File: src/rtl/ram_arb_pkg.sv
// Shared types and constants for the dual-port RAM arbiter.
// Latency: n/a (declarations only).
// Backpressure: n/a.
package ram_arb_pkg;

    // Top-level sequencing: optional RAM clear sweep, then normal arbitration.
    typedef enum logic {
        CLEAR = 1'b0,
        RUN   = 1'b1
    } arb_state_t;

    // Port indices, also the encoding of the round-robin last-grant pointer.
    localparam int PORT_A = 0;
    localparam int PORT_B = 1;

    // RAM depth for the default address width.
    localparam int DEFAULT_ADDR_SIZE = 8;
    localparam int RAM_DEPTH         = 2 ** DEFAULT_ADDR_SIZE;

    // Depth of a RAM with the given address width.
    function automatic int ram_depth(input int addr_size);
        return 2 ** addr_size;
    endfunction

endpackage

File: src/rtl/ram_arbiter_rr.sv
// Two-way round-robin arbiter holding the last-grant pointer.
// Latency: combinational grant; pointer updates on the granting edge.
// Backpressure: no grant while en is low; the pointer then holds its value.
module rr_arbiter2
    import ram_arb_pkg::*;
(
    input  logic clk,
    input  logic rst,
    input  logic en,
    input  logic req_a,
    input  logic req_b,
    output logic gnt_a,
    output logic gnt_b
);

    localparam logic PTR_A = 1'(PORT_A);
    localparam logic PTR_B = 1'(PORT_B);

    logic last;

    // Remember which port was granted most recently; idle cycles leave it alone.
    always_ff @(posedge clk or posedge rst) begin
        if (rst) begin
            last <= PTR_B;
        end else if (gnt_a) begin
            last <= PTR_A;
        end else if (gnt_b) begin
            last <= PTR_B;
        end
    end

    // A lone request wins outright; on contention the port not served last wins.
    always_comb begin
        gnt_a = 1'b0;
        gnt_b = 1'b0;
        if (en) begin
            if (req_a && req_b) begin
                if (last == PTR_B) begin
                    gnt_a = 1'b1;
                end else begin
                    gnt_b = 1'b1;
                end
            end else begin
                gnt_a = req_a;
                gnt_b = req_b;
            end
        end
    end

endmodule

File: src/rtl/ram_arbiter.sv
// Arbitrates instruction-fetch port A and load/store port B onto one single-port RAM.
// Latency: grant combinational; read data returns one cycle after the read grant.
// Backpressure: requester holds its command until gnt; no grants while busy.
// Optional macro RAM_ARB_CLEAR_EN: zero the whole RAM after reset before serving requests.
module ram_arbiter
    import ram_arb_pkg::*;
#(
    parameter int addr_size = 8,
    parameter int data_size = 8
) (
    input  logic                 clk,
    input  logic                 rst,

    input  logic                 a_req,
    input  logic                 a_we,
    input  logic [addr_size-1:0] a_addr,
    input  logic [data_size-1:0] a_wdata,
    output logic                 a_gnt,
    output logic                 a_rvalid,
    output logic [data_size-1:0] a_rdata,

    input  logic                 b_req,
    input  logic                 b_we,
    input  logic [addr_size-1:0] b_addr,
    input  logic [data_size-1:0] b_wdata,
    output logic                 b_gnt,
    output logic                 b_rvalid,
    output logic [data_size-1:0] b_rdata,

    output logic                 ram_write_en,
    output logic [addr_size-1:0] ram_write_adress,
    output logic [data_size-1:0] ram_data_in,
    output logic                 ram_rd_en,
    output logic [addr_size-1:0] ram_rd_adress,
    input  logic [data_size-1:0] ram_data_out,

    output logic                 busy
);

    arb_state_t           state;
    logic                 clr_vld;
    logic [addr_size-1:0] clr_addr;
    logic                 run_en;

`ifdef RAM_ARB_CLEAR_EN
    localparam logic [addr_size-1:0] CLR_LAST = addr_size'(ram_depth(addr_size) - 1);

    arb_state_t state_nxt;

    // State register: every reset restarts the clear sweep.
    always_ff @(posedge clk or posedge rst) begin
        if (rst) begin
            state <= CLEAR;
        end else begin
            state <= state_nxt;
        end
    end

    // Sweep address walks the RAM one word per cycle while clearing.
    always_ff @(posedge clk or posedge rst) begin
        if (rst) begin
            clr_addr <= '0;
        end else if (state == CLEAR) begin
            clr_addr <= clr_addr + 1'b1;
        end
    end

    // Leave CLEAR once the last address has been written this cycle.
    always_comb begin
        state_nxt = state;
        clr_vld   = 1'b0;
        case (state)
            CLEAR: begin
                clr_vld = 1'b1;
                if (clr_addr == CLR_LAST) begin
                    state_nxt = RUN;
                end
            end
            default: begin
                state_nxt = RUN;
            end
        endcase
    end
`else
    // No sweep: arbitration is live as soon as reset falls.
    assign state    = RUN;
    assign clr_vld  = 1'b0;
    assign clr_addr = '0;
`endif

    assign run_en = !rst && (state == RUN);
    assign busy   = !run_en;

    rr_arbiter2 u_rr (
        .clk   (clk),
        .rst   (rst),
        .en    (run_en),
        .req_a (a_req),
        .req_b (b_req),
        .gnt_a (a_gnt),
        .gnt_b (b_gnt)
    );

    // Drive exactly one RAM command per cycle: sweep write, or the granted port's op.
    always_comb begin
        ram_write_en     = 1'b0;
        ram_write_adress = '0;
        ram_data_in      = '0;
        ram_rd_en        = 1'b0;
        ram_rd_adress    = '0;
        if (!rst) begin
            if (clr_vld) begin
                ram_write_en     = 1'b1;
                ram_write_adress = clr_addr;
            end else if (a_gnt) begin
                if (a_we) begin
                    ram_write_en     = 1'b1;
                    ram_write_adress = a_addr;
                    ram_data_in      = a_wdata;
                end else begin
                    ram_rd_en     = 1'b1;
                    ram_rd_adress = a_addr;
                end
            end else if (b_gnt) begin
                if (b_we) begin
                    ram_write_en     = 1'b1;
                    ram_write_adress = b_addr;
                    ram_data_in      = b_wdata;
                end else begin
                    ram_rd_en     = 1'b1;
                    ram_rd_adress = b_addr;
                end
            end
        end
    end

    // Owner tag of the read in flight; reset drops any pending return.
    always_ff @(posedge clk or posedge rst) begin
        if (rst) begin
            a_rvalid <= 1'b0;
            b_rvalid <= 1'b0;
        end else begin
            a_rvalid <= a_gnt && !a_we;
            b_rvalid <= b_gnt && !b_we;
        end
    end

    logic [data_size-1:0] a_hold;
    logic [data_size-1:0] b_hold;

    // Capture returned data so each port's rdata holds between reads.
    always_ff @(posedge clk or posedge rst) begin
        if (rst) begin
            a_hold <= '0;
            b_hold <= '0;
        end else begin
            if (a_rvalid) begin
                a_hold <= ram_data_out;
            end
            if (b_rvalid) begin
                b_hold <= ram_data_out;
            end
        end
    end

    assign a_rdata = a_rvalid ? ram_data_out : a_hold;
    assign b_rdata = b_rvalid ? ram_data_out : b_hold;

endmodule

File: config.mk
export PLATFORM = sky130hd
export DESIGN_NAME = ram_arbiter
export DESIGN_NICKNAME = d
export VERILOG_FILES = /design/src/rtl/ram_arb_pkg.sv /design/src/rtl/ram_arbiter_rr.sv /design/src/rtl/ram_arbiter.sv
export SDC_FILE = /design/constraint.sdc
export NUM_CORES = 1
export LEC_CHECK = 0
export CAP_MARGIN = 25
export CORE_UTILIZATION = 31
export DETAILED_ROUTE_END_ITERATION = 10
export PLACE_DENSITY_LB_ADDON = 0.1
export SYNTH_ARGS = -nofsm -noshare
export SYNTH_HDL_FRONTEND = slang
export SYNTH_SLANG_ARGS = --single-unit
File: constraint.sdc
create_clock -name clk -period 4.5 [get_ports clk]
set_clock_uncertainty 0.15 [all_clocks]
set_input_delay 0.9 -clock clk [delete_from_list [all_inputs] [get_ports clk]]
set_output_delay 0.9 -clock clk [all_outputs]
set_load 0.02 [all_outputs]
== Word-level counts from Yosys, hierarchy flattened ==
Cells that the tools add are included.
Word-level totals
  word-level logic and storage cells: 46
  RAM bits: 0
  memories: 0
  register bits: 19
  output and inout port bits: 47
  bits in latches: 0
  bits in read-only memories: 0
  bits of input ports: 46
Cells by class
  div/mod/pow operators: 0
  $lt $le $gt $ge: 0
  mux-type cells: 35
  shift operators: 0
  add/subtract/negate cells: 0
  bitwise gates (word level): 0
  $mul: 0
  reduce and logical (&&, ||, !) cells: 6
  equal/unequal tests: 0
Operators by type and width (number)
  $mux 8: 17
  $mux 1: 18
  $logic_and 1x1->1: 3
  $logic_not 1->1: 2
  $reduce_bool 2->1: 1

== Logic depth before layout (Yosys ltp) ==
Gate-level depths: netlist of run 1.
  depth in word-level cells: 6
  gate-level depth with buffers: 5
  gate-level depth less buffers: 3

== Modules after synthesis ==
From an unflattened synthesis of run 1, not the netlist that was laid out.
Second synthesis, totals
  cell total of the unflattened synthesis: 125
  area total of the unflattened synthesis: 1353.8 um^2
By module, submodules not included
  ram_arbiter: instances 1, area each 1287.5 um^2, cells each 116, sequential area each 450.4 um^2
  rr_arbiter2: instances 1, area each 66.3 um^2, cells each 9, sequential area each 26.3 um^2

== Worst setup path after synthesis of run 1 ==
Ideal clock, no wire load.
  path kind: input -> output
  start: in b_req
  end: out ram_data_in[2]
  data required time: 3.450 ns
  stages: 5
  path slack: 1.427 ns
  data arrival time: 2.023 ns
  cell sequence: nand2b_1 > buf_4 > and2_1 > buf_6 > a2111oi_2
Between the ends
  cells in the longest elaborated chain, start to end: 6
RTL lines
  start, declared: RTL line ram_arbiter.sv:22  | input logic b_req,
  $logic_and 1x1->1: RTL line ram_arbiter_rr.sv:37  | if (req_a && req_b) begin
  $mux 1: RTL line ram_arbiter_rr.sv:37
  $mux 1: RTL line ram_arbiter_rr.sv:36  | if (en) begin
  $mux 8: RTL line ram_arbiter.sv:124  | end else if (b_gnt) begin
  $mux 8 (*): RTL line ram_arbiter.sv:115  | end else if (a_gnt) begin
  $mux 8 (*): RTL line ram_arbiter.sv:111  | if (!rst) begin
  end, declared: RTL line ram_arbiter.sv:32  | output logic [data_size-1:0] ram_data_in,
Every way passes the cells marked *; elsewhere a longest branch is shown, timed or not.

== Final worst setup path of run 1 ==
  start: in a_req
  end: out ram_rd_adress[5]
Between the ends
  cells in the longest elaborated chain, start to end: 6
RTL lines
  start, declared: RTL line ram_arbiter.sv:14  | input logic a_req,
  $logic_and 1x1->1: RTL line ram_arbiter_rr.sv:37
  $mux 1: RTL line ram_arbiter_rr.sv:37
  $mux 1: RTL line ram_arbiter_rr.sv:36
  $mux 8: RTL line ram_arbiter.sv:124
  $mux 8 (*): RTL line ram_arbiter.sv:115
  $mux 8 (*): RTL line ram_arbiter.sv:111
  end, declared: RTL line ram_arbiter.sv:34  | output logic [addr_size-1:0] ram_rd_adress,
Marked as above.

==> qor_table.md, run 1 <==
| Step | Item | Reported |
| --- | --- | --- |
| floorplanning | Height of the chip | 66.6 um |
| routing | Post-Route WL | 3940 um |
| routing | Post-route DRC | 0 |
| floorplanning | Placement Rows | 23 |
| routing | Initial DRC Count | 39 |
| floorplanning | Die Footprint | 4430 um^2 |
| pwr | P_int | 0.000446 W |
| floorplanning | Initial Util | 0.323 |
| critical path | CP arrival | 3.11 ns |
| logic synthesis | Most used standard cell by instance count after synthesis | sky130_fd_sc_hd__dfrtp_1 |
| final layout | Count of nets after finishing | 258 |
| logic synthesis | Mapped Nets | 168 |
| routing | DR pass1 iterations | 4 |
| timing | Max Freq | 240 MHz |
| clock tree | Num Clock Sinks | 19 |
| timing | Final number of setup-violating endpoints | 0 |
| logic synthesis | Post-synthesis sequential area ratio | 0.369 |
| pwr | Flop pwr share | 0.332 |
| floorplanning | Top-level port count | 93 |
| clock tree | Number of CTS-inserted buffers | 3 |
| pwr | Proportion of power drawn by the clock network | 0.168 |
| final layout | Register cell area after layout | 477 um^2 |
| critical path | Startpoint Class | primary input |
| final layout | Antenna Diode Count | 0 |
| pwr | Part of the total power dissipated in combinational logic | 0.499 |
| timing | Part of the cycle the worst path needs | 0.926 |
| routing | Wirelength per Cell | 15.1 um |
| pwr | Switching portion of total power | 0.337 |
| clock tree | Post-cts gate resize count | 0 |
| logic synthesis | Cell types with the largest area share after synthesis | sky130_fd_sc_hd__dfrtp_1, sky130_fd_sc_hd__mux2_2, sky130_fd_sc_hd__a2111oi_2, sky130_fd_sc_hd__a22o_1, sky130_fd_sc_hd__a211oi_1 |
| final layout | Number of cells in the finished layout apart from fillers | 261 |
| logic synthesis | Ys flop type | sky130_fd_sc_hd__dfrtp_1 |
| timing | Count of final max-slew check failures | 0 |
| logic synthesis | Most frequent cells after synthesis | sky130_fd_sc_hd__dfrtp_1, sky130_fd_sc_hd__mux2_2, sky130_fd_sc_hd__a21oi_1, sky130_fd_sc_hd__inv_1, sky130_fd_sc_hd__o21ai_0 |
| floorplanning | Die Span X | 66.6 um |
| placed design | Global placer's final weighted congestion | 0.785 |
| clock tree | Clk pin slew, worst setup/hold paths | 0.07 ns |
| job | Max-cap check violation count | 0 |
| logic synthesis | Number of distinct standard cells referenced by the synthesized netlist | 25 |
| pwr | Power spent charging and discharging nets | 0.000226 W |
| logic synthesis | Count of mapped cells out of synthesis | 122 |
| clock tree | Clock Root Buffer | sky130_fd_sc_hd__clkbuf_8 |
| global routing | Via count of the first global-routing pass | 1320 |
| placed design | Placed cell count | 257 |
| logic synthesis | Count of flip-flops with a built-in enable after synthesis | 0 |
| routing | Antenna Violating Nets Remaining | 0 |
| critical path | Required time worst endpoint | 3.45 ns |
| logic synthesis | Cell accounting for the most synthesized area | sky130_fd_sc_hd__dfrtp_1 |
| critical path | Critical Path Fanout Max | 11 |
| final layout | Layout overhead on the synthesized area | 76.9% |
| timing | Slew at the pin closest to its max-slew limit | 0.722 ns |
| clock tree | Buffer depth of the longest clock path | 2 |
| pwr | Power density normalized to cell area | 294 nW/um^2 |
| final layout | Layout cells sized above 1 | 0.180 |
| timing | Post-layout min period | 4.16 ns |
| placed design | DPL Wire Length | 3080 um |
| routing | Detailed-route vias per instance | 5.17 |
| logic synthesis | Async SR Flop Fraction | 1.00 |
| floorplanning | Placeable Area | 4000 um^2 |
| worst hold path | Hold WC Path Type | reg2reg |
| global routing | Pin count of the biggest net entering global routing | 20 |
| routing | Via count | 1350 |
| timing | Relative slew slack | 0.518 |
| clock tree | Number of buffers inserted for hold repair after clock tree synthesis | 0 |
| logic synthesis | Flop and latch count out of synthesis | 19 |
| timing | Setup repair after global routing missed its margin | no |
| clock tree | CTS tree | built |
| global routing | Antenna violations before repair | 0 |
| global routing | First-pass GRT wire length | 6090 um |
| logic synthesis | Top-area cell type share of the netlist area | 0.348 |
| status | Status | complete, no violations |
| final layout | Count of fill cells added during filler insertion | 334 |
| timing | Number of hold violations in the final report | 0 |
| critical path | Critical Path End Type | output port |
| final layout | Area used by multi-input combinational logic | 702 um^2 |
| clock tree | Total setup buffers inserted after CTS | 0 |
| clock tree | Count of H-tree levels built during CTS | 1 |
| pwr | Standby leakage power | 0.854 nW |
| timing | Total Negative Setup Slacks | 0 ns |
| logic synthesis | Mean instance size in the synthesized netlist | 10.6 um^2 |
| logic synthesis | Yosys Warn Count | 0 |
| placed design | Port-buffer cells | 92 |
| clock tree | Clock Latency Late Sink | 0.25 ns |
| pwr | Largest voltage drop on the vdd net | 0.128 mV |
| global routing | Global-route usage over all layers | 0.180 |
| critical path | Critical setup path kind | in2out |
| logic synthesis | Syn Std Cell Area | 1290 um^2 |
| global routing | Total congestion overflow | 0 |
==> critical path, stage by stage <==
cell	delay, ns
sky130_fd_sc_hd__clkdlybuf4s50_1	0.60
sky130_fd_sc_hd__nand2b_1	0.28
sky130_fd_sc_hd__nor3_4	0.47
sky130_fd_sc_hd__a22o_1	0.24
sky130_fd_sc_hd__clkdlybuf4s50_1	0.62
==> metal layers <==
metal  global-route usage  part of all wire  up-vias
met1                0.219              0.42      636
met4               0.0452                 0        0
li1                     -                 -      635
met2                0.322              0.51       79
met3               0.0325             0.072        0
met5                    0                 0        -
==> flip-flops by register name, indices dropped and copies added, names as in the netlist <==
| name | flops |
|---|---|
| a_hold | 8 |
| b_hold | 8 |
| a_rvalid | 1 |
| b_rvalid | 1 |
| u_rr.last | 1 |
==> kinds of logic (layout without fill, tap and decap cells) <==
group | Yosys count | after routing | synth area share
mux | 16 | 16 | 0.139
buf+inv | 22 | 111 | 0.0881
simple gates | 22 | 22 | 0.109
compound gates | 43 | 43 | 0.294
flops | 19 | 19 | 0.369
==> layout make-up <==
type	count	share of cell area
clock buffers	4	0.0197
inverters	9	0.0148
multi-input cells	81	0.307
flip-flops and latches	19	0.209
well taps	50	0.0274
repair buffers	98	0.423
==> power by group through the flow <==
stage / sequential [W] / clock [W] / combinational (W)
after floorplan: 0.000222 / 0 / 0.000181
after global placement: 0.000225 / 0 / 0.000331
after detailed placement: 0.000227 / 0 / 0.000339
after CTS: 0.000224 / 0.000118 / 0.000340
after global routing: 0.000229 / 0.000126 / 0.000357
final: 0.000223 / 0.000113 / 0.000336
==> per-stage QoR <==
stage	cell area [um^2]	power (W)	hold slack [ns]	worst slack, ns	utilization
3_5_place_dp	2240	0.000566	0.336	0.358	0.560
6_report	2290	0.000672	0.348	0.335	0.571
4_1_cts	2290	0.000681	0.352	0.359	0.571
3_3_place_gp	2240	0.000556	0.329	0.427	0.560
5_1_grt	2290	0.000712	0.364	0.220	0.571
2_1_floorplan	1290	0.000403	0.332	1.43	-
==> placed cells by master, fill, tap and decap left out <==
| master | synthesis | layout |
|---|---|---|
| sky130_fd_sc_hd__a32oi_4 | 1 | 1 |
| sky130_fd_sc_hd__and2b_1 | 1 | 1 |
| sky130_fd_sc_hd__dfrtp_1 | 18 | 18 |
| sky130_fd_sc_hd__nor2_1 | 2 | 2 |
| sky130_fd_sc_hd__nand2_1 | 2 | 2 |
| sky130_fd_sc_hd__or2_2 | 1 | 1 |
| sky130_fd_sc_hd__nor3_4 | 1 | 1 |
| sky130_fd_sc_hd__clkbuf_1 | 4 | 1 |
| sky130_fd_sc_hd__nor2b_1 | 1 | 1 |
| sky130_fd_sc_hd__mux2_2 | 16 | 16 |
| sky130_fd_sc_hd__and2_1 | 2 | 2 |
| sky130_fd_sc_hd__a2111oi_4 | 1 | 1 |
| sky130_fd_sc_hd__dfstp_2 | 1 | 1 |
| sky130_fd_sc_hd__inv_1 | 9 | 9 |
| sky130_fd_sc_hd__o21ai_0 | 9 | 9 |
| sky130_fd_sc_hd__clkdlybuf4s50_1 | 0 | 92 |
| sky130_fd_sc_hd__nor3b_4 | 1 | 1 |
| sky130_fd_sc_hd__nand2b_1 | 3 | 3 |
| sky130_fd_sc_hd__a211oi_1 | 8 | 8 |
| sky130_fd_sc_hd__a21oi_1 | 9 | 9 |
| sky130_fd_sc_hd__clkbuf_8 | 0 | 3 |
| sky130_fd_sc_hd__buf_4 | 3 | 6 |
| sky130_fd_sc_hd__a2111oi_2 | 7 | 7 |
| sky130_fd_sc_hd__nand3_1 | 8 | 8 |
| sky130_fd_sc_hd__a22o_1 | 8 | 8 |
==> worst paths after layout <==
kind	start	end	slack, ns	depth (start not counted)
setup / recovery	a_req	ram_rd_adress[5]	0.34	5
hold / removal	b_hold[2]$_DFF_PP0_	b_hold[2]$_DFF_PP0_	0.35	1
setup reg to reg	u_rr.last$_DFFE_PP1P_	a_rvalid$_DFF_PP0_	2.84	2
hold reg to reg	b_hold[2]$_DFF_PP0_	b_hold[2]$_DFF_PP0_	0.35	1
max in group asynchronous	rst	a_hold[4]$_DFF_PP0_	2.52	3
min in group asynchronous	rst	b_hold[5]$_DFF_PP0_	1.24	3
No activity file was read; power rests on OpenSTA's default activity.
==> inputs of run 2 (changes only) <==
--- a/config.mk
+++ b/config.mk
@@ -6,9 +6,12 @@
 export NUM_CORES = 1
 export LEC_CHECK = 0
 export CAP_MARGIN = 25
-export CORE_UTILIZATION = 31
+export CELL_PAD_IN_SITES_DETAIL_PLACEMENT = 1
+export CELL_PAD_IN_SITES_GLOBAL_PLACEMENT = 1
+export CORE_UTILIZATION = 26
 export DETAILED_ROUTE_END_ITERATION = 10
 export PLACE_DENSITY_LB_ADDON = 0.1
+export SETUP_SLACK_MARGIN = 0.5
 export SYNTH_ARGS = -nofsm -noshare
 export SYNTH_HDL_FRONTEND = slang
 export SYNTH_SLANG_ARGS = --single-unit
==> qor_table.md, run 2 (synthesis gave the netlist of run 1 again) <==
| Step | Item | Reported | Change |
| --- | --- | --- | --- |
| clock tree | Buffer depth of the longest clock path | 2 | unchanged |
| critical path | CP arrival | 2.85 ns | -0.26 ns |
| final layout | Antenna Diode Count | 0 | unchanged |
| timing | Slew at the pin closest to its max-slew limit | 0.703 ns | -0.0193 ns |
| clock tree | Count of H-tree levels built during CTS | 1 | unchanged |
| placed design | Global placer's final weighted congestion | 0.769 | -2.1% |
| critical path | CP max-delay cell | sky130_fd_sc_hd__clkdlybuf4s50_1 |  |
| routing | Antenna Violating Nets Remaining | 0 | unchanged |
| pwr | P_int | 0.000448 W | +0.42% |
| pwr | Largest voltage drop on the vdd net | 0.282 mV | +120% |
| pwr | Power spent charging and discharging nets | 0.000234 W | +3.3% |
| clock tree | Clk pin slew, worst setup/hold paths | 0.07 ns | about the same |
| global routing | Pin count of the biggest net entering global routing | 20 | unchanged |
| floorplanning | Die Footprint | 5260 um^2 | +19% |
| timing | Relative slew slack | 0.531 | +0.0124 |
| floorplanning | Die Span X | 72.5 um | +8.9% |
| final layout | Number of cells in the finished layout apart from fillers | 281 | +7.7% |
| critical path | Critical path's largest stage delay | 0.63 ns | about the same |
| floorplanning | Height of the chip | 72.5 um | +8.9% |
| final layout | Layout cells sized above 1 | 0.220 | +0.0395 |
| floorplanning | Placement Rows | 25 | +8.7% |
| critical path | Required time worst endpoint | 3.45 ns | about the same |
| timing | Number of hold violations in the final report | 0 | unchanged |
| critical path | Ordered list of cells on the worst path | clkdlybuf4s50_1, nand2b_1, nor3b_4, buf_12, a22o_1, clkdlybuf4s50_1 |  |
| pwr | Flop pwr share | 0.328 | -0.004 |
| global routing | Antenna violations before repair | 0 | unchanged |
| status | Status | complete, no violations |  |
| timing | Setup repair after global routing missed its margin | no |  |
| final layout | Most used cells in the layout excluding fill and tap cells | sky130_fd_sc_hd__clkdlybuf4s50_1, sky130_fd_sc_hd__dfrtp_1, sky130_fd_sc_hd__mux2_2 |  |
| critical path | Crit-path most repeated cell | sky130_fd_sc_hd__clkdlybuf4s50_1 |  |
| clock tree | Clock Latency Late Sink | 0.25 ns | about the same |
| pwr | Proportion of power drawn by the clock network | 0.174 | +0.006 |
| placed design | DPL Wire Length | 3490 um | +13% |
| clock tree | Num Clock Sinks | 19 | unchanged |
| critical path | Cells on worst reg2reg path | 3 | +1 |
| global routing | Global-route usage over all layers | 0.166 | -0.0138 |
| critical path | Critical Path Fanout Max | 8 | -3 |
| worst hold path | Hold WC Path Type | reg2reg |  |
| global routing | Total congestion overflow | 0 | unchanged |
| timing | Part of the cycle the worst path needs | 0.867 | -0.0586 |
| floorplanning | Placeable Area | 4750 um^2 | +19% |
| final layout | Layout Cell Area excl Fill | 2360 um^2 | +3.4% |
| timing | Count of final max-slew check failures | 0 | unchanged |
| final layout | Biggest regs | a_hold x8, b_hold x8 |  |
| job | Max-cap check violation count | 0 | unchanged |
| worst hold path | Hold Path Stages | 1 | unchanged |
| routing | Wirelength per Cell | 15.7 um | +4.1% |
| critical path | Largest delay contributor family on the critical path | buffers and inverters |  |
| final layout | Count of fill cells added during filler insertion | 548 | +64% |
| clock tree | Number of buffers inserted for hold repair after clock tree synthesis | 0 | unchanged |
| critical path | Critical Path End Type | output port |  |
| routing | DR pass1 iterations | 4 | unchanged |
| critical path | Count of buffering cells on the critical path with inverters included | 3 | +1 |
| worst hold path | Start point of the worst hold path | b_hold[5]$_DFF_PP0_ |  |
| critical path | Capturing point of the worst reg2reg path | a_rvalid$_DFF_PP0_ |  |
| pwr | Part of the total power dissipated in combinational logic | 0.498 | about the same |
| worst hold path | Worst-case hold path end point | b_hold[5]$_DFF_PP0_ |  |
| pwr | Switching portion of total power | 0.343 | +0.00630 |
| clock tree | Number of CTS-inserted buffers | 3 | unchanged |
| global routing | First-pass GRT wire length | 6840 um | +12% |
| global routing | Via count of the first global-routing pass | 1396 | +5.8% |
| placed design | Placed cell count | 273 | +6.2% |
| placed design | Post-DP Area | 2250 um^2 | +0.61% |
| routing | Via count | 1350 | unchanged |
| floorplanning | Top-level port count | 93 | unchanged |
| critical path | Worst reg2reg startpoint | u_rr.last$_DFFE_PP1P_ |  |
| floorplanning | Initial Util | 0.272 | -0.0513 |
| timing | Max Freq | 256 MHz | +6.8% |
| clock tree | CTS tree | built |  |
| routing | Post-Route WL | 4410 um | +12% |
| timing | Post-layout min period | 3.90 ns | -0.264 ns |
| routing | Post-route DRC | 0 | unchanged |
| routing | Initial DRC Count | 13 | -67% |
| timing | Total Negative Setup Slacks | 0 ns | unchanged |
| pwr | Power density normalized to cell area | 288 nW/um^2 | -1.9% |
| critical path | Startpoint Class | primary input |  |
| pwr | Sum of internal, switching and leakage power | 0.000682 W | +1.4% |
| clock tree | Clock Root Buffer | sky130_fd_sc_hd__clkbuf_8 |  |
| routing | Detailed-route vias per instance | 4.80 | -7.1% |
| final layout | Commonest non-fill, non-tap cell in the layout | sky130_fd_sc_hd__clkdlybuf4s50_1 |  |
| final layout | Count of nets after finishing | 261 | +1.2% |
| placed design | Port-buffer cells | 92 | unchanged |
| pwr | Standby leakage power | 0.987 nW | +16% |
| critical path | Critical setup path kind | in2out |  |
| final layout | Layout overhead on the synthesized area | 82.9% |  |
| critical path | Internal reg-to-reg setup slack | 3.05 ns | +0.21 ns |
| timing | Final number of setup-violating endpoints | 0 | unchanged |
run 2: cell types whose count changed in the layout (fill, tap and decap cells not counted), moves of 2 or more:
| cell | change |
|---|---|
| sky130_fd_sc_hd__buf_12 | +2 |
| sky130_fd_sc_hd__dlymetal6s2s_1 | +5 |
| sky130_fd_sc_hd__clkbuf_2 | +2 |
| sky130_fd_sc_hd__clkdlybuf4s50_1 | -13 |
| sky130_fd_sc_hd__dlygate4sd2_1 | +6 |
run 2: worst register-to-register path: stages (launching register included):
cell,delay (ns)
sky130_fd_sc_hd__dfstp_2,0.57
sky130_fd_sc_hd__and2b_2,0.31
sky130_fd_sc_hd__nor3_4,0.21
sky130_fd_sc_hd__buf_12,0.15
run 2: cell type report:
class	instances	area, um^2	share of cell area
Clock buffer	3	41.3	0.0175
Clock inverter	1	7.51	0.00318
Inverter	9	33.8	0.0143
Multi-Input combinational cell	81	712	0.301
Sequential cell	19	477	0.202
Tap cell	67	83.8	0.0355
Timing Repair Buffer	101	1010	0.427
run 2: power by group through the flow:
stage | combinational (W) | clock [W] | sequential, W
finish | 0.000340 | 0.000118 | 0.000224
global route | 0.000361 | 0.000129 | 0.000228
CTS | 0.000344 | 0.000124 | 0.000224
detailed placement | 0.000338 | 0 | 0.000228
global placement | 0.000333 | 0 | 0.000226
floorplan | 0.000181 | 0 | 0.000222
run 2: worst max path at each step:
stage | slack, ns | to | startpoint | cells after the start
2_1_floorplan | 1.43 | ram_data_in[2] | b_req | 5
3_3_place_gp | 0.34 | ram_rd_adress[1] | a_req | 5
3_5_place_dp | 0.27 | ram_write_adress[7] | b_req | 6
4_1_cts | 0.51 | ram_data_in[7] | a_req | 6
5_1_grt | 0.51 | ram_rd_adress[1] | rst | 6
6_report | 0.60 | ram_rd_adress[1] | rst | 6
run 2: what timing repair did:
item / CTS / global route
setup endpoints to repair: 25 / 25
setup buffers: 4 / 0
pin swaps: 3 / 0
gates resized for setup: 9 / 14
run 2: metal layers:
metal | routed length (um) | vias up | global-route usage
met4 | 8 | 0 | 0.0196
met5 | 0 | - | 0
met2 | 2380 | 47 | 0.316
met1 | 1800 | 663 | 0.204
li1 | - | 638 | -
met3 | 223 | 2 | 0.0222
run 2: per-stage QoR:
| stage | utilization | setup WS [ns] | hold slack [ns] |
|---|---|---|---|
| 2_1_floorplan | - | 1.43 | 0.332 |
| 3_3_place_gp | 0.474 | 0.340 | 0.330 |
| 3_5_place_dp | 0.474 | 0.274 | 0.334 |
| 4_1_cts | 0.494 | 0.511 | 0.351 |
| 5_1_grt | 0.497 | 0.508 | 0.361 |
| 6_report | 0.497 | 0.599 | 0.346 |
==> inputs of run 3 (changes only) <==
--- a/config.mk
+++ b/config.mk
@@ -15,3 +15,4 @@
 export SYNTH_ARGS = -nofsm -noshare
 export SYNTH_HDL_FRONTEND = slang
 export SYNTH_SLANG_ARGS = --single-unit
+export TNS_END_PERCENT = 10
==> qor_table.md, run 3 (synthesis gave the netlist of run 1 again) <==
| Step | Item | Reported | Change |
| --- | --- | --- | --- |
| status | Status | complete, no violations |  |
| final layout | Layout cells sized above 1 | 0.193 | -0.0262 |
| timing | Final number of setup-violating endpoints | 0 | unchanged |
| placed design | Pre-CTS setup slack | 0.274 ns | unchanged |
| global routing | First-pass GRT wire length | 6830 um | about the same |
| floorplanning | Placement Rows | 25 | unchanged |
| critical path | Required time worst endpoint | 3.45 ns | about the same |
| routing | Wirelength per Cell | 15.8 um | +0.49% |
| final layout | Number of cells in the finished layout apart from fillers | 279 | -0.71% |
| global routing | Pin count of the biggest net entering global routing | 20 | unchanged |
| critical path | Critical Path End Type | output port |  |
| critical path | CP arrival | 3.15 ns | +0.30 ns |
| floorplanning | Die Span X | 72.5 um | unchanged |
| clock tree | Count of H-tree levels built during CTS | 1 | unchanged |
| routing | DR pass1 iterations | 4 | unchanged |
| critical path | Startpoint Class | primary input |  |
| worst hold path | Hold WC Path Type | reg2reg |  |
| job | Max-cap check violation count | 0 | unchanged |
| clock tree | Number of buffers inserted for hold repair after clock tree synthesis | 0 | unchanged |
| global routing | Via count of the first global-routing pass | 1383 | -0.93% |
| final layout | Most used cells in the layout excluding fill and tap cells | sky130_fd_sc_hd__clkdlybuf4s50_1, sky130_fd_sc_hd__dfrtp_1, sky130_fd_sc_hd__mux2_2 |  |
| clock tree | Clock Latency Late Sink | 0.25 ns | about the same |
| critical path | Critical setup path kind | in2out |  |
| clock tree | Clk pin slew, worst setup/hold paths | 0.07 ns | about the same |
| floorplanning | Die Footprint | 5260 um^2 | unchanged |
| timing | Slew at the pin closest to its max-slew limit | 0.702 ns | -0.000605 ns |
| clock tree | Number of CTS-inserted buffers | 3 | unchanged |
| placed design | Placed cell count | 273 | unchanged |
| routing | Antenna Violating Nets Remaining | 0 | unchanged |
| placed design | Port-buffer cells | 92 | unchanged |
| routing | Detailed-route vias per instance | 4.77 | -0.63% |
| final layout | Antenna Diode Count | 0 | unchanged |
| timing | Final setup slack of the worst path | 0.297 ns | -0.302 ns |
| critical path | Critical Path Fanout Max | 8 | unchanged |
| floorplanning | Placeable Area | 4750 um^2 | unchanged |
| routing | Post-route DRC | 0 | unchanged |
| final layout | Layout Cell Area excl Fill | 2350 um^2 | -0.74% |
| routing | Via count | 1332 | -1.3% |
| final layout | Commonest non-fill, non-tap cell in the layout | sky130_fd_sc_hd__clkdlybuf4s50_1 |  |
| floorplanning | Initial Util | 0.272 | unchanged |
| placed design | DPL Wire Length | 3490 um | unchanged |
| global routing | Global-route usage over all layers | 0.166 | unchanged |
| pwr | Power density normalized to cell area | 290 nW/um^2 | +0.70% |
| pwr | Sum of internal, switching and leakage power | 0.000681 W | about the same |
| clock tree | CTS tree | built |  |
| global routing | Total congestion overflow | 0 | unchanged |
| clock tree | Clock Root Buffer | sky130_fd_sc_hd__clkbuf_8 |  |
| final layout | Layout overhead on the synthesized area | 81.5% |  |
| timing | Max Freq | 238 MHz | -7.2% |
| pwr | Largest voltage drop on the vdd net | 0.283 mV | +0.23% |
| floorplanning | Top-level port count | 93 | unchanged |
| final layout | Biggest regs | a_hold x8, b_hold x8 |  |
| clock tree | Buffer depth of the longest clock path | 2 | unchanged |
| placed design | Global placer's final weighted congestion | 0.769 | unchanged |
| timing | Setup repair after global routing missed its margin | yes |  |
| floorplanning | Height of the chip | 72.5 um | unchanged |
| routing | Initial DRC Count | 22 | +9 |
| timing | Relative slew slack | 0.531 | about the same |
| placed design | Post-DP Area | 2250 um^2 | unchanged |
| pwr | Standby leakage power | 0.891 nW | -9.8% |
| timing | Post-layout min period | 4.20 ns | +0.302 ns |
| final layout | Count of nets after finishing | 259 | -0.77% |
| timing | Total Negative Setup Slacks | 0 ns | unchanged |
| routing | Post-Route WL | 4400 um | -0.23% |
| timing | Number of hold violations in the final report | 0 | unchanged |
| clock tree | Num Clock Sinks | 19 | unchanged |
| timing | Count of final max-slew check failures | 0 | unchanged |
| global routing | Antenna violations before repair | 0 | unchanged |
| timing | Part of the cycle the worst path needs | 0.934 | +0.0671 |
## run 3: final timing paths
check	from	cells past startpoint	slack, ns	end
max	b_req	6	0.30	ram_write_adress[2]
min	b_hold[5]$_DFF_PP0_	1	0.35	b_hold[5]$_DFF_PP0_
max reg2reg	u_rr.last$_DFFE_PP1P_	3	3.02	a_rvalid$_DFF_PP0_
min reg2reg	b_hold[5]$_DFF_PP0_	1	0.35	b_hold[5]$_DFF_PP0_
max in group asynchronous	rst	2	2.70	a_hold[1]$_DFF_PP0_
min in group asynchronous	rst	2	1.06	b_hold[7]$_DFF_PP0_
## run 3: repair_timing
item                       CTS  global route
buffers inserted             0             2
pin swaps                    0             1
cloned                       0             0
gates resized for setup      2             2
setup endpoints to repair   25            26
## run 3: cell type report
type	instances	area, um^2
Clock buffer	3	41.3
Clock inverter	1	7.51
Fill cell	541	2410
Inverter	9	33.8
Multi-Input combinational cell	81	704
Sequential cell	19	477
Tap cell	67	83.8
Timing Repair Buffer	99	998
## run 3: power breakdown
part / internal [W] / switching (W) / total (W)
sequential: 0.000210 / 0.0000131 / 0.000223
clock: 0.0000623 / 0.0000562 / 0.000119
combinational: 0.000175 / 0.000164 / 0.000339
total: 0.000448 / 0.000233 / 0.000681
## run 3: per-layer routing
metal,vias up,GRT usage,wire length (um)
met4,0,0.0196,8
met1,651,0.207,1790
li1,632,-,-
met3,2,0.0222,223
met2,47,0.312,2380
met5,-,0,0
## run 3: stage by stage
stage,hold WS [ns],util
3_3_place_gp,0.330,0.474
5_1_grt,0.361,0.493
3_5_place_dp,0.334,0.474
2_1_floorplan,0.332,-
4_1_cts,0.351,0.484
6_report,0.346,0.493
## run 3: worst max-delay path, stage by stage
cell and delay (ns):
sky130_fd_sc_hd__clkdlybuf4s50_1 0.53, sky130_fd_sc_hd__nand2b_1 0.15, sky130_fd_sc_hd__buf_4 0.19, sky130_fd_sc_hd__and2_1 0.31, sky130_fd_sc_hd__a2111oi_2 0.41, sky130_fd_sc_hd__clkdlybuf4s50_1 0.66
